File: src/rtl/piso_serializer_8_bit_pkg.sv
// Shared types and constants for the PISO serializer and its bit counter.
package piso_pkg;

  localparam int PISO_DEFAULT_WIDTH = 8;

  typedef enum logic {
    IDLE  = 1'b0,
    SHIFT = 1'b1
  } piso_state_e;

  // Counter width for a 0..w-1 bit index.
  function automatic int piso_cnt_w(input int w);
    return (w <= 2) ? 1 : $clog2(w);
  endfunction

endpackage

File: src/rtl/piso_serializer_8_bit_if.sv
// Parallel-in handshake and serial-out bus of the PISO serializer.
interface piso_serializer_8_bit_if #(
  parameter int DATA_WIDTH = 8
);
  logic [DATA_WIDTH-1:0] Parallel_Data_In;
  logic                  Data_Valid_In;
  logic                  Data_Ready_Out;
  logic                  Serial_Data_Out;
  logic                  Serial_Valid_Out;
  logic                  Frame_Done_Out;

  modport master (
    output Parallel_Data_In, Data_Valid_In,
    input  Data_Ready_Out, Serial_Data_Out, Serial_Valid_Out, Frame_Done_Out
  );

  modport slave (
    input  Parallel_Data_In, Data_Valid_In,
    output Data_Ready_Out, Serial_Data_Out, Serial_Valid_Out, Frame_Done_Out
  );
endinterface

File: src/rtl/piso_bit_counter.sv
// Bit index counter 0..MAX_COUNT-1: clear has priority, holds at terminal count.
module piso_bit_counter #(
  parameter int MAX_COUNT = 8,
  parameter int CW        = 3
) (
  input  logic clk,
  input  logic rst_n,
  input  logic clr_i,
  input  logic en_i,
  output logic tc_o
);
  localparam logic [CW-1:0] LAST = CW'(MAX_COUNT - 1);

  logic [CW-1:0] cnt_q, cnt_d;

  // Only a clear returns to 0; the count never wraps on its own.
  always_comb begin
    cnt_d = cnt_q;
    if (clr_i)                     cnt_d = '0;
    else if (en_i && cnt_q != LAST) cnt_d = cnt_q + 1'b1;
  end

  always_ff @(posedge clk or negedge rst_n) begin
    if (!rst_n) cnt_q <= '0;
    else        cnt_q <= cnt_d;
  end

  assign tc_o = (cnt_q == LAST);
endmodule

File: src/rtl/piso_serializer_8_bit.sv
// Parallel-in serial-out serializer, one bit per cycle, registered outputs only.
// Optional macro PISO_BACK_TO_BACK_EN accepts the next word during the last bit.
module piso_serializer_8_bit
  import piso_pkg::*;
#(
  parameter int DATA_WIDTH = PISO_DEFAULT_WIDTH,
  parameter bit LSB_FIRST  = 1'b1
) (
  input  logic                   Clk_In,
  input  logic                   Reset_N_In,
  piso_serializer_8_bit_if.slave bus
);
  localparam int CW = piso_cnt_w(DATA_WIDTH);

  piso_state_e           state_q, state_d;
  logic [DATA_WIDTH-1:0] shift_q, shift_d;
  logic                  cnt_clr, cnt_en, cnt_tc;
  logic                  last_bit, ready, xfer;

  assign last_bit = (state_q == SHIFT) && cnt_tc;

`ifdef PISO_BACK_TO_BACK_EN
  assign ready = (state_q == IDLE) || last_bit;
`else
  assign ready = (state_q == IDLE);
`endif

  assign xfer = bus.Data_Valid_In && ready;

  always_comb begin
    state_d = state_q;
    shift_d = shift_q;
    cnt_clr = 1'b0;
    cnt_en  = 1'b0;
    case (state_q)
      IDLE: begin
        if (xfer) begin
          state_d = SHIFT;
          shift_d = bus.Parallel_Data_In;
          cnt_clr = 1'b1;
        end
      end
      SHIFT: begin
        if (xfer) begin
          shift_d = bus.Parallel_Data_In;
          cnt_clr = 1'b1;
        end else if (last_bit) begin
          state_d = IDLE;
          shift_d = '0;
        end else begin
          cnt_en  = 1'b1;
          shift_d = LSB_FIRST ? (shift_q >> 1) : (shift_q << 1);
        end
      end
      default: state_d = IDLE;
    endcase
  end

  always_ff @(posedge Clk_In or negedge Reset_N_In) begin
    if (!Reset_N_In) begin
      state_q <= IDLE;
      shift_q <= '0;
    end else begin
      state_q <= state_d;
      shift_q <= shift_d;
    end
  end

  piso_bit_counter #(
    .MAX_COUNT (DATA_WIDTH),
    .CW        (CW)
  ) u_cnt (
    .clk   (Clk_In),
    .rst_n (Reset_N_In),
    .clr_i (cnt_clr),
    .en_i  (cnt_en),
    .tc_o  (cnt_tc)
  );

  // Outputs decode flops only, so they move on rising edges alone.
  assign bus.Data_Ready_Out   = ready;
  assign bus.Serial_Valid_Out = (state_q == SHIFT);
  assign bus.Serial_Data_Out  = (state_q == SHIFT) &&
                                (LSB_FIRST ? shift_q[0] : shift_q[DATA_WIDTH-1]);
  assign bus.Frame_Done_Out   = last_bit;
endmodule

File: src/flat_wrapper.sv
// flat-port wrapper written by rule: the top's interface ports become plain ports
module piso_serializer_8_bit_flat import piso_pkg::*;
#(
  parameter int DATA_WIDTH = PISO_DEFAULT_WIDTH,
  parameter bit LSB_FIRST  = 1'b1
)
  (Clk_In, Reset_N_In, bus_Parallel_Data_In, bus_Data_Valid_In, bus_Data_Ready_Out, bus_Serial_Data_Out, bus_Serial_Valid_Out, bus_Frame_Done_Out);
  piso_serializer_8_bit_if #(.DATA_WIDTH(DATA_WIDTH)) bus_i ();
  input  logic Clk_In;
  input  logic Reset_N_In;
  input wire logic [$bits(bus_i.Parallel_Data_In)-1:0] bus_Parallel_Data_In;
  input wire logic [$bits(bus_i.Data_Valid_In)-1:0] bus_Data_Valid_In;
  output wire logic [$bits(bus_i.Data_Ready_Out)-1:0] bus_Data_Ready_Out;
  output wire logic [$bits(bus_i.Serial_Data_Out)-1:0] bus_Serial_Data_Out;
  output wire logic [$bits(bus_i.Serial_Valid_Out)-1:0] bus_Serial_Valid_Out;
  output wire logic [$bits(bus_i.Frame_Done_Out)-1:0] bus_Frame_Done_Out;
  assign bus_i.Parallel_Data_In = bus_Parallel_Data_In;
  assign bus_i.Data_Valid_In = bus_Data_Valid_In;
  assign bus_Data_Ready_Out = bus_i.Data_Ready_Out;
  assign bus_Serial_Data_Out = bus_i.Serial_Data_Out;
  assign bus_Serial_Valid_Out = bus_i.Serial_Valid_Out;
  assign bus_Frame_Done_Out = bus_i.Frame_Done_Out;
  piso_serializer_8_bit #(.DATA_WIDTH(DATA_WIDTH), .LSB_FIRST(LSB_FIRST)) u_core (.Clk_In(Clk_In), .Reset_N_In(Reset_N_In), .bus(bus_i));
endmodule
File: config.mk
export PLATFORM = sky130hd
export DESIGN_NAME = piso_serializer_8_bit_flat
export DESIGN_NICKNAME = d
export VERILOG_FILES = /design/src/rtl/piso_serializer_8_bit_pkg.sv /design/src/rtl/piso_serializer_8_bit_if.sv /design/src/rtl/piso_bit_counter.sv /design/src/rtl/piso_serializer_8_bit.sv /design/src/flat_wrapper.sv
export SDC_FILE = /design/constraint.sdc
export NUM_CORES = 1
export LEC_CHECK = 0
export CORE_AREA = 2 2 42 44
export DETAILED_ROUTE_END_ITERATION = 6
export DIE_AREA = 0 0 44 46
export PLACE_DENSITY = 0.7
export SETUP_SLACK_MARGIN = 0.02
export SLEW_MARGIN = 30
export SYNTH_ARGS = -nofsm -noshare
export SYNTH_HDL_FRONTEND = slang
export SYNTH_SLANG_ARGS = --single-unit
export TNS_END_PERCENT = 50
File: constraint.sdc
create_clock -name Clk_In -period 1.4 [get_ports Clk_In]
set_clock_uncertainty 0.1 [all_clocks]
set_input_delay 0.35 -clock Clk_In [delete_from_list [all_inputs] [get_ports Clk_In]]
set_output_delay 0.35 -clock Clk_In [all_outputs]
set_load 0.005 [all_outputs]
* Word-level counts from Yosys, hierarchy flattened *
Index checks and enable logic that the tools add are counted.

cells by class
  mux-type cells = 12
  reductions and logical operators = 5
  equality and inequality tests = 3
  bitwise gates (word level) = 1
  add/subtract/negate cells = 1

operator list
  cell                                                            count
  8-bit 2-to-1 mux                                                2
  8-bit one-hot mux with 2 select lines                           1
  7-bit 2-to-1 mux                                                1
  3-bit 2-to-1 mux                                                2
  1-bit 2-to-1 mux                                                5
  1-bit logical AND                                               4
  3-bit by 1-bit adder with 3-bit output (second input constant)  1
  3-bit == test (second input constant)                           1
  3-bit != test (second input constant)                           1
  2-bit != test (second input constant)                           1
  1-bit one-hot mux with 2 select lines                           1
  2-bit nonzero test                                              1
  1-bit NOT                                                       1

storage, ports and cells
  register bits after elaboration = 12
  logic and storage cells = 25

* Depth between registers and ports, before layout *
Gate-level depths: netlist of run 1.

  word-level depth = 8
  mapped depth = 5
  mapped depth without buffers = 4

* Modules after synthesis *
Synthesis of run 1 repeated with hierarchy kept, for this count alone.

second synthesis, totals
  cells, all modules = 58
  area, all modules = 625.6 um^2

by module, submodules not included
  module                 seq. area each (um^2)  times used  cells each  area an instance (um^2)
  piso_serializer_8_bit  225.2                  1           43          441.7
  piso_bit_counter       75.1                   1           15          183.9

* Worst setup path after synthesis of run 1 *
OpenSTA, ideal clock, no wires.

  path kind = register to output
  start = register u_core.u_cnt.cnt_q[0]
  end = output port bus_Frame_Done_Out
  stages on the path, launching flop included = 5
  arrival time = 1.117 ns
  required time = 0.950 ns
  setup slack = -0.167 ns
  path through = dfrtp_1 > ha_1 > ha_1 > buf_6 > and2_2

between the ends
  longest elaborated chain between the ends = 2

RTL lines
  element                 RTL line                     RTL
  start, declared         piso_bit_counter.sv:14       logic [CW-1:0] cnt_q, cnt_d;
  start signal, assigned  piso_bit_counter.sv:25       else cnt_q <= cnt_d;
  3-bit == test           piso_bit_counter.sv:28       assign tc_o = (cnt_q == LAST);
  1-bit logical AND       piso_serializer_8_bit.sv:20  assign last_bit = (state_q == SHIFT) && cnt_tc;
  end, declared           flat_wrapper.sv:16           output wire logic [$bits(bus_i.Frame_Done_Out)-1:0] bus_Frame_Done_Out;

No other way between the ends.

* Worst setup path after layout of run 1 *
Ends and elaborated chain as after synthesis.

==> qor.txt, run 1 <==
routability cong. - 0.682
synth warn - 0
failing checks - setup timing
mapped cell area - 602 µm²
CTS Buffer Depth - 2
Crit Path Class - reg2out
Starting Density - 37.3%
final hold vios - 0
Root Buffer - clkbuf_4
CP Capture Type - output port
share of cells above drive strength 1 - 40.7%
Vias - 492
Int Pwr - 1.29 mW
switching power - 0.653 mW
Synth cell types - 16
Hold Path Class - in2async
crit start category - register
Tcrit/Tclk final - 123%
syn nets - 65
first-pass GRT wire length - 2160 µm
Via-to-Cell Ratio - 4.78
vias in the first global route - 485
Hold WS - 0.270 ns
peak supply drop - 882 µV
clk_lat worst skew - 0.27 ns
Gate power share - 55.8%
final core utilization - 60.2%
Critical Path RT - 0.95 ns
final wirelength - 1430 µm
Leakage Power - 0.458 nW
Power per Cell Area - 2000 nW/µm²
TritonCTS buffer count - 3
chip height - 46 µm
number of diodes - 0
Hold Buf Count CTS - 0
H-tree levels - 1
area grow syn2layout - 61.5%
Seq/Total Area, Yosys - 49.9%
slack of the critical path - -0.319 ns
CP arrival - 1.27 ns
reg-to-reg startpoint - u_core.u_cnt.cnt_q[0]$_DFFE_PN0P_
chip width - 44 µm
Sw Share - 33.6%
Critical Path Start - u_core.u_cnt.cnt_q[0]$_DFFE_PN0P_
Synth Instances - 52
largest net degree at the start of global routing - 18
number of remaining DRC errors - 0
initial antenna violation count - 0
Total GRT Usage - 14.9%
leading cell type in the layout, fill and taps excluded - buf_4
Synth area leaders - dfrtp_1, mux2i_1, o22ai_1
1st-iter DRT viols - 9
Slew Limit Headroom - 88.7%
# nets final - 100
run status - complete, but fails checks
syn avg cell area - 11.6 µm²
Setup TNS - -0.660 ns
f_max - 582 MHz
clock power share - 14.0%
Yosys reg bits - 12
die area - 2020 µm²
FF-to-FF setup slack - -0.05 ns
Slew @ Worst Pin - 0.164 ns
PortBufs - 14
CTS tree - built
I/O pin total - 15
ANT nets after route - 0
commonest non-fill, non-tap cells in the layout - buf_4, dfrtp_1, mux2i_1, clkdlybuf4s50_1
Clock transition at path regs - 0.09 ns
drt pass-1 iters - 4
cell accounting for the most synthesized area - dfrtp_1
drt wl/cell - 13.9 µm
Pwr Total - 1.94 mW
sequential share of power - 30.2%
Synth top area share - 49.9%
Post-DP HPWL - 812 µm
worst r2r path cells - 5
RSZ-0062 raised after global routing - yes
CORE AREA - 1610 µm²
CTS sink count - 12
Reg2Reg Capture Point - u_core.u_cnt.cnt_q[0]$_DFFE_PN0P_
global route overflow - 0
Rows - 15
final setup vio count - 5
critical path fanouts, max - 2
Slew Viols, Final - 0
Max Cap Violations - 0
fin crit period - 1.72 ns
[layer usage]
metal	GRT usage, %	up-vias	wire length (µm)
met1	18.4	229	625
li1	-	251	-
met3	3.97	2	36
met2	25.0	10	759
met4	5.45	0	10
met5	0	-	0
[final cells by class]
type,count,area [µm²]
clock buffers,4,36.3
fillers,135,642
inverters,1,3.75
multi-input cells,35,309
flip-flops and latches,12,300
well taps,17,21.3
repair buffers,34,302
[power groups by stage]
stage / sequential [mW] / clock [mW] / combinational (mW)
after CTS: 0.571 / 0.275 / 0.979
after floorplan: 0.564 / 0 / 0.482
after detailed placement: 0.577 / 0 / 0.759
after global routing: 0.600 / 0.300 / 1.20
final: 0.587 / 0.272 / 1.08
after global placement: 0.573 / 0 / 0.745
[per-stage QoR]
stage	area, µm²	worst slack [ns]	instances
floorplan	618	-0.0408	52
global placement	817	-0.317	87
detailed placement	817	-0.335	87
CTS	932	-0.294	101
global route	972	-0.352	103
finish	972	-0.319	103
[kinds of logic (layout without fill, tap and decap cells)]
family                     after synthesis  count (layout)  share of synthesized area, %
AOI/OAI and AO/OA                       10              10                          11.6
muxes                                   10              10                          16.6
and+or+nand+nor                         12              12                          9.77
xor gates and xnor gates                 1               1                          1.46
buffers and inverters                    5              39                          6.44
adders and majority gates                2               2                          4.16
DFF                                     12              12                          49.9
[cell usage after synthesis]
cell type and count:
dfrtp_1 12, mux2i_1 10, nand2_1 7, o22ai_1 7
buf_6 2, ha_1 2, nor2_1 2, o2bb2ai_1 2
a22o_1 1, and2_1 1, and2_2 1, buf_2 1
buf_4 1, inv_1 1, nor2_4 1, xnor2_1 1
[critical path, stage by stage (launching register included)]
cell and delay [ns]:
dfrtp_1 0.42, ha_4 0.18, ha_4 0.15, and2_4 0.14
buf_6 0.11
[registers in the layout, summed over array words and instances, names as in the netlist]
register and cells:
u_core.u_cnt.cnt_q 3, u_core.bus.Serial_Valid_Out 1, u_core.shift_q 8
[worst max path at each step]
| stage | end | slack, ns | cells past startpoint |
|---|---|---|---|
| global placement | bus_Frame_Done_Out | -0.32 | 4 |
| floorplan | bus_Frame_Done_Out | -0.04 | 4 |
| global route | bus_Frame_Done_Out | -0.35 | 4 |
| detailed placement | bus_Frame_Done_Out | -0.34 | 4 |
| CTS | bus_Frame_Done_Out | -0.29 | 4 |
| finish | bus_Frame_Done_Out | -0.32 | 4 |
[what timing repair did]
item	CTS	global route
pin swaps	3	4
resized for setup	18	5
setup endpoints to repair	5	7
setup buffers	10	5
Note: power is estimated with default switching activity, not from simulation.
==> run 2, diff against run 1 <==
--- a/config.mk
+++ b/config.mk
@@ -5,9 +5,10 @@
 export SDC_FILE = /design/constraint.sdc
 export NUM_CORES = 1
 export LEC_CHECK = 0
-export CORE_AREA = 2 2 42 44
+export CORE_AREA = 3 3 43 45
 export DETAILED_ROUTE_END_ITERATION = 6
-export DIE_AREA = 0 0 44 46
+export DIE_AREA = 0 0 46 48
+export GPL_TIMING_DRIVEN = 0
 export PLACE_DENSITY = 0.7
 export SETUP_SLACK_MARGIN = 0.02
 export SLEW_MARGIN = 30
==> run 2 against run 1 <==
Effect of this change:
- global-route usage down 1.9 points
- largest power group unchanged
- worst hold slack better by 0.034 ns
- highest routed layer is now met3
- power down 7.5%
- critical path type unchanged
- the run still ends with setup timing left
==> qor.txt, run 2 (synthesis gave the netlist of run 1 again) <==
Rows - 14 (-1)
Root Buffer - clkbuf_4
final hold vios - 0 (unchanged)
first-pass GRT wire length - 1980 µm (-8.3%)
RSZ-0062 raised after global routing - yes
die area - 2210 µm² (+9.1%)
share of cells above drive strength 1 - 36.7% (-4.0 points)
ANT nets after route - 0 (unchanged)
FF-to-FF setup slack - -0.10 ns (-0.05 ns)
commonest non-fill, non-tap cells in the layout - dfrtp_1, mux2i_1, clkdlybuf4s50_1, buf_4
worst r2r path cells - 6 (+1)
Sw Share - 33.3% (-0.34 points)
CORE AREA - 1510 µm² (-6.7%)
peak supply drop - 1250 µV (+42%)
chip height - 48 µm (+4.3%)
Via-to-Cell Ratio - 5.12 (+7.1%)
chip width - 46 µm (+4.5%)
critical path fanouts, max - 2 (unchanged)
Hold Buf Count CTS - 0 (unchanged)
Tcrit/Tclk final - 122% (-1.0 points)
fin crit period - 1.70 ns (-0.0144 ns)
pre-CTS setup slack - -0.553 ns (-0.217 ns)
leading cell type in the layout, fill and taps excluded - dfrtp_1
Final Non-Filler Cells - 95 (-7.8%)
vias in the first global route - 463 (-4.5%)
final setup vio count - 6 (+1)
Max Cap Violations - 0 (unchanged)
CTS Buffer Depth - 2 (unchanged)
CTS sink count - 12 (unchanged)
Hold Crit Endpoint - u_core.bus.Serial_Valid_Out$_DFF_PN0_
routability cong. - 0.675 (-1.0%)
area grow syn2layout - 48.6%
Hold Path Class - in2reg
CP Capture Type - output port
Hold Path Depth - 3
Clock transition at path regs - 0.07 ns (-0.02 ns)
run status - complete, but fails checks
drt pass-1 iters - 4 (unchanged)
CTS tree - built
Post-DP HPWL - 840 µm (+3.4%)
number of diodes - 0 (unchanged)
# nets final - 93 (-7.0%)
Hold WS - 0.305 ns (+0.0344 ns)
clk_lat worst skew - 0.26 ns (about the same)
I/O pin total - 15 (unchanged)
number of remaining DRC errors - 0 (unchanged)
f_max - 587 MHz (+0.84%)
Int Pwr - 1.20 mW (-7.1%)
Slew @ Worst Pin - 0.512 ns (+0.348 ns)
Slew Viols, Final - 0 (unchanged)
initial antenna violation count - 0 (unchanged)
reg-to-reg startpoint - u_core.u_cnt.cnt_q[0]$_DFFE_PN0P_
dpl cells - 81 (-6.9%)
Largest Register - u_core.shift_q
Crit Path Class - reg2out
dpl cell area - 768 µm² (-6.0%)
H-tree levels - 1 (unchanged)
crit start category - register
Leakage Power - 0.414 nW (-9.6%)
Power per Cell Area - 2010 nW/µm² (+0.49%)
Reg2Reg Capture Point - u_core.u_cnt.cnt_q[0]$_DFFE_PN0P_
final wirelength - 1330 µm (-6.9%)
CP arrival - 1.25 ns (-0.02 ns)
1st-iter DRT viols - 3 (-6)
slack of the critical path - -0.305 ns (+0.0144 ns)
Starting Density - 40.0% (+2.7 points)
hold path start - bus_Data_Valid_In
sequential share of power - 32.1% (+1.9 points)
max reg flops - 8 (unchanged)
Fillers - 125 (-7.4%)
failing checks - setup timing
Final Cell Area - 895 µm² (-8.0%)
clock power share - 14.9% (+0.9 points)
Gate power share - 53.0% (-2.8 points)
Total GRT Usage - 13.0% (-1.9 points)
largest net degree at the start of global routing - 13 (-5)
switching power - 0.598 mW (-8.4%)
Pwr Total - 1.80 mW (-7.5%)
Vias - 486 (-1.2%)
Critical Path RT - 0.95 ns (about the same)
global route overflow - 0 (unchanged)
TritonCTS buffer count - 3 (unchanged)
drt wl/cell - 14.0 µm (+0.93%)
Slew Limit Headroom - 65.7% (-23 points)
PortBufs - 13 (-1)
[run 2: power by group through the flow]
stage	registers [mW]	clock network, mW	logic (mW)
6_report	0.577	0.268	0.953
5_1_grt	0.589	0.294	1.04
4_1_cts	0.574	0.281	0.762
3_5_place_dp	0.581	0	0.698
3_3_place_gp	0.574	0	0.675
2_1_floorplan	0.564	0	0.482
[run 2: critical path, cell delays in order, from the launching register on]
cell and delay [ns]:
dfrtp_1 0.40, ha_2 0.19, ha_4 0.16, and2_4 0.14, buf_6 0.11
[run 2: worst max-delay path by stage]
stage                                            startpoint                  to  slack (ns)
after floorplan           u_core.u_cnt.cnt_q[0]$_DFFE_PN0P_  bus_Frame_Done_Out       -0.04
final                     u_core.u_cnt.cnt_q[0]$_DFFE_PN0P_  bus_Frame_Done_Out       -0.30
after detailed placement  u_core.u_cnt.cnt_q[0]$_DFFE_PN0P_  bus_Frame_Done_Out       -0.55
after global routing      u_core.u_cnt.cnt_q[1]$_DFFE_PN0P_  bus_Frame_Done_Out       -0.35
after global placement    u_core.u_cnt.cnt_q[0]$_DFFE_PN0P_  bus_Frame_Done_Out       -0.55
after CTS                 u_core.u_cnt.cnt_q[0]$_DFFE_PN0P_  bus_Frame_Done_Out       -0.32
[run 2: final cells by class]
| class | count | area, µm² | area share (%) |
|---|---|---|---|
| plain buffers | 3 | 33.8 | 3.78 |
| clock buffers | 4 | 36.3 | 4.06 |
| inverters | 1 | 3.75 | 0.420 |
| multi-input cells | 35 | 288 | 32.2 |
| flip-flops and latches | 12 | 300 | 33.6 |
| well taps | 16 | 20.0 | 2.24 |
| repair buffers | 24 | 213 | 23.8 |
[run 2: through the flow]
stage | utilization (%) | setup TNS (ns)
global route | 59.4 | -1.02
finish | 59.4 | -0.699
CTS | 55.0 | -0.691
detailed placement | 51.0 | -1.01
floorplan | - | -0.0408
global placement | 51.0 | -0.966
[run 2: per-layer routing]
layer,up-vias,part of all wire [%],GRT usage [%]
met5,-,0,0
met4,0,0,8.52
met3,0,4.2,2.63
met2,9,52,22.3
met1,240,44,14.7
li1,237,-,-
[run 2: repair_timing]
action | 4_1_cts | 5_1_grt
resized for setup | 15 | 9
buffers inserted | 4 | 7
setup endpoints to repair | 5 | 7
pin swaps | 2 | 4
==> run 3, diff against run 2 <==
--- a/config.mk
+++ b/config.mk
@@ -5,11 +5,12 @@
 export SDC_FILE = /design/constraint.sdc
 export NUM_CORES = 1
 export LEC_CHECK = 0
-export CORE_AREA = 3 3 43 45
+export CORE_AREA = 3 3 40 42
+export CTS_CLUSTER_SIZE = 10
 export DETAILED_ROUTE_END_ITERATION = 6
-export DIE_AREA = 0 0 46 48
+export DIE_AREA = 0 0 43 45
 export GPL_TIMING_DRIVEN = 0
-export PLACE_DENSITY = 0.7
+export PLACE_DENSITY = 0.76
 export SETUP_SLACK_MARGIN = 0.02
 export SLEW_MARGIN = 30
 export SYNTH_ARGS = -nofsm -noshare
==> constraint.sdc (replaced) <==
create_clock -name Clk_In -period 2.2 [get_ports Clk_In]
set_clock_uncertainty 0.1 [all_clocks]
set_input_delay 0.55 -clock Clk_In [delete_from_list [all_inputs] [get_ports Clk_In]]
set_output_delay 0.55 -clock Clk_In [all_outputs]
set_load 0.005 [all_outputs]
==> run 3 against run 2 <==
Effect of this change:
- the run now ends clean
- power fell by 48%
- routed wire length fell by 14%
- core utilization rose by 2.3 points
- first-iteration DRC count fell by 67%
- cell area fell by 11%
- clock power fell by 50%
- global-route usage fell by 0.29 points
- register-to-register slack improved by 0.87 ns
- non-clock buffer count fell by 9
- worst hold slack improved by 0.13 ns
- cell count fell by 12%
- critical path depth did not move
- largest power group unchanged
==> qor.txt, run 3 (synthesis gave the netlist of run 1 again) <==
TritonCTS buffer count - 3 (unchanged)
die area - 1940 µm² (-12%)
initial antenna violation count - 0 (unchanged)
Hold WS - 0.431 ns (+0.126 ns)
Final Cell Area - 793 µm² (-11%)
critical path fanouts, max - 2 (unchanged)
first-pass GRT wire length - 1860 µm (-5.9%)
hold path start - u_core.u_cnt.cnt_q[1]$_DFFE_PN0P_
largest net degree at the start of global routing - 13 (unchanged)
Max Cap Violations - 0 (unchanged)
Hold Crit Endpoint - u_core.u_cnt.cnt_q[1]$_DFFE_PN0P_
clk_lat worst skew - 0.27 ns (about the same)
Fillers - 107 (-14%)
Hold Path Depth - 1 (-2)
1st-iter DRT viols - 1 (-2)
Power per Cell Area - 1180 nW/µm² (-41%)
Total GRT Usage - 12.8% (-0.29 points)
reg-to-reg startpoint - u_core.u_cnt.cnt_q[0]$_DFFE_PN0P_
routability cong. - 0.662 (-1.9%)
commonest non-fill, non-tap cells in the layout - clkdlybuf4s50_1, dfrtp_1, mux2i_1, nand2_1, o22ai_1
f_max - 472 MHz
CORE AREA - 1280 µm² (-15%)
area of the multi-input gates - 278 µm² (-3.5%)
Slew Limit Headroom - 63.3% (-2.5 points)
final wirelength - 1140 µm (-14%)
CTS tree - built
final setup vio count - 0 (-6)
Hold Path Class - reg2reg
Sequential Area - 300 µm² (unchanged)
number of remaining DRC errors - 0 (unchanged)
CTS Buffer Depth - 2 (unchanged)
Via-to-Cell Ratio - 5.35 (+4.5%)
I/O pin total - 15 (unchanged)
CP arrival - 1.47 ns (+0.22 ns)
area grow syn2layout - 31.8%
Slew @ Worst Pin - 0.549 ns (+0.0367 ns)
run status - finished, final reports clean
Clock transition at path regs - 0.07 ns (about the same)
Starting Density - 46.8% (+6.9 points)
vias in the first global route - 439 (-5.2%)
RSZ-0062 raised after global routing - yes
Vias - 449 (-7.6%)
Crit Path Class - reg2out
final hold vios - 0 (unchanged)
dpl cell area - 751 µm² (-2.3%)
Post-DP HPWL - 781 µm (-7.0%)
Largest Register - u_core.shift_q
drt wl/cell - 13.6 µm (-3.3%)
PortBufs - 13 (unchanged)
share of cells above drive strength 1 - 17.4% (-19 points)
max reg flops - 8 (unchanged)
CP Capture Type - output port
chip height - 45 µm (-6.3%)
Critical Path RT - 1.55 ns (+0.60 ns)
fin crit period - 2.12 ns
Tcrit/Tclk final - 96.3%
FF-to-FF setup slack - 0.77 ns (+0.87 ns)
Leakage Power - 0.357 nW (-14%)
global route overflow - 0 (unchanged)
Root Buffer - clkbuf_4
chip width - 43 µm (-6.5%)
Slew Viols, Final - 0 (unchanged)
CTS sink count - 12 (unchanged)
worst r2r path cells - 5 (-1)
Reg2Reg Capture Point - u_core.u_cnt.cnt_q[0]$_DFFE_PN0P_
Rows - 13 (-1)
drt pass-1 iters - 4 (unchanged)
number of diodes - 0 (unchanged)
ANT nets after route - 0 (unchanged)
H-tree levels - 1 (unchanged)
crit start category - register
peak supply drop - 618 µV (-51%)
# nets final - 84 (-9.7%)
-- run 3: cell count changes in the layout (fill, tap and decap cells not counted), moves of 2 or more --
cell | before | now
buf_4 | 9 | 3
buf_6 | 7 | 1
clkdlybuf4s50_1 | 9 | 12
clkbuf_2 | 2 | 0
and2_4 | 2 | 0
-- run 3: worst max-delay path: stages, from the launching register on --
cell	delay (ns)
dfrtp_1	0.40
ha_2	0.21
ha_4	0.15
and2_2	0.19
dlygate4sd2_1	0.26
-- run 3: report_power, final --
part	internal, mW	leakage [nW]	switching (mW)
Clock	0.0632	0.0138	0.0696
Combinational	0.242	0.190	0.201
Sequential	0.308	0.154	0.0556
-- run 3: how the worst max path moves through the flow --
stage | start | endpoint | cells past startpoint
floorplan | u_core.u_cnt.cnt_q[0]$_DFFE_PN0P_ | bus_Frame_Done_Out | 4
global placement | u_core.u_cnt.cnt_q[0]$_DFFE_PN0P_ | bus_Frame_Done_Out | 5
detailed placement | u_core.u_cnt.cnt_q[0]$_DFFE_PN0P_ | bus_Frame_Done_Out | 5
CTS | u_core.u_cnt.cnt_q[0]$_DFFE_PN0P_ | bus_Frame_Done_Out | 4
global route | u_core.bus.Serial_Valid_Out$_DFF_PN0_ | bus_Serial_Data_Out | 3
finish | u_core.u_cnt.cnt_q[0]$_DFFE_PN0P_ | bus_Frame_Done_Out | 4
-- run 3: per-stage QoR --
stage	util [%]	instances	setup slack [ns]	setup TNS [ns]	power, mW
after floorplan	-	52	0.433	0	0.642
after global placement	58.4	80	-0.0368	-0.0368	0.766
after detailed placement	58.4	80	-0.0463	-0.0463	0.779
after CTS	61.3	84	0.0558	0	0.932
after global routing	61.7	84	0.00619	0	1.02
final	61.7	84	0.0814	0	0.940
-- run 3: cell type report --
type | instances | share of cell area [%]
inverter | 1 | 0.473
buffer | 3 | 3.31
timing repair buffer | 15 | 18.1
clock buffer | 3 | 2.84
sequential | 12 | 37.9
tap | 15 | 2.37
multi-input combinational | 35 | 35.0
-- run 3: routing by layer --
metal	routed length, µm	track usage [%]
met2	538	20.1
met3	59	3.59
met4	0	3.61
met1	543	17.3
met5	0	0
-- run 3: what timing repair did --
| item | CTS | global route |
|---|---|---|
| gates resized for setup | 3 | 2 |
| hold buffers | 0 | 0 |
| buffers inserted | 2 | 0 |
| setup endpoints to repair | 1 | 2 |
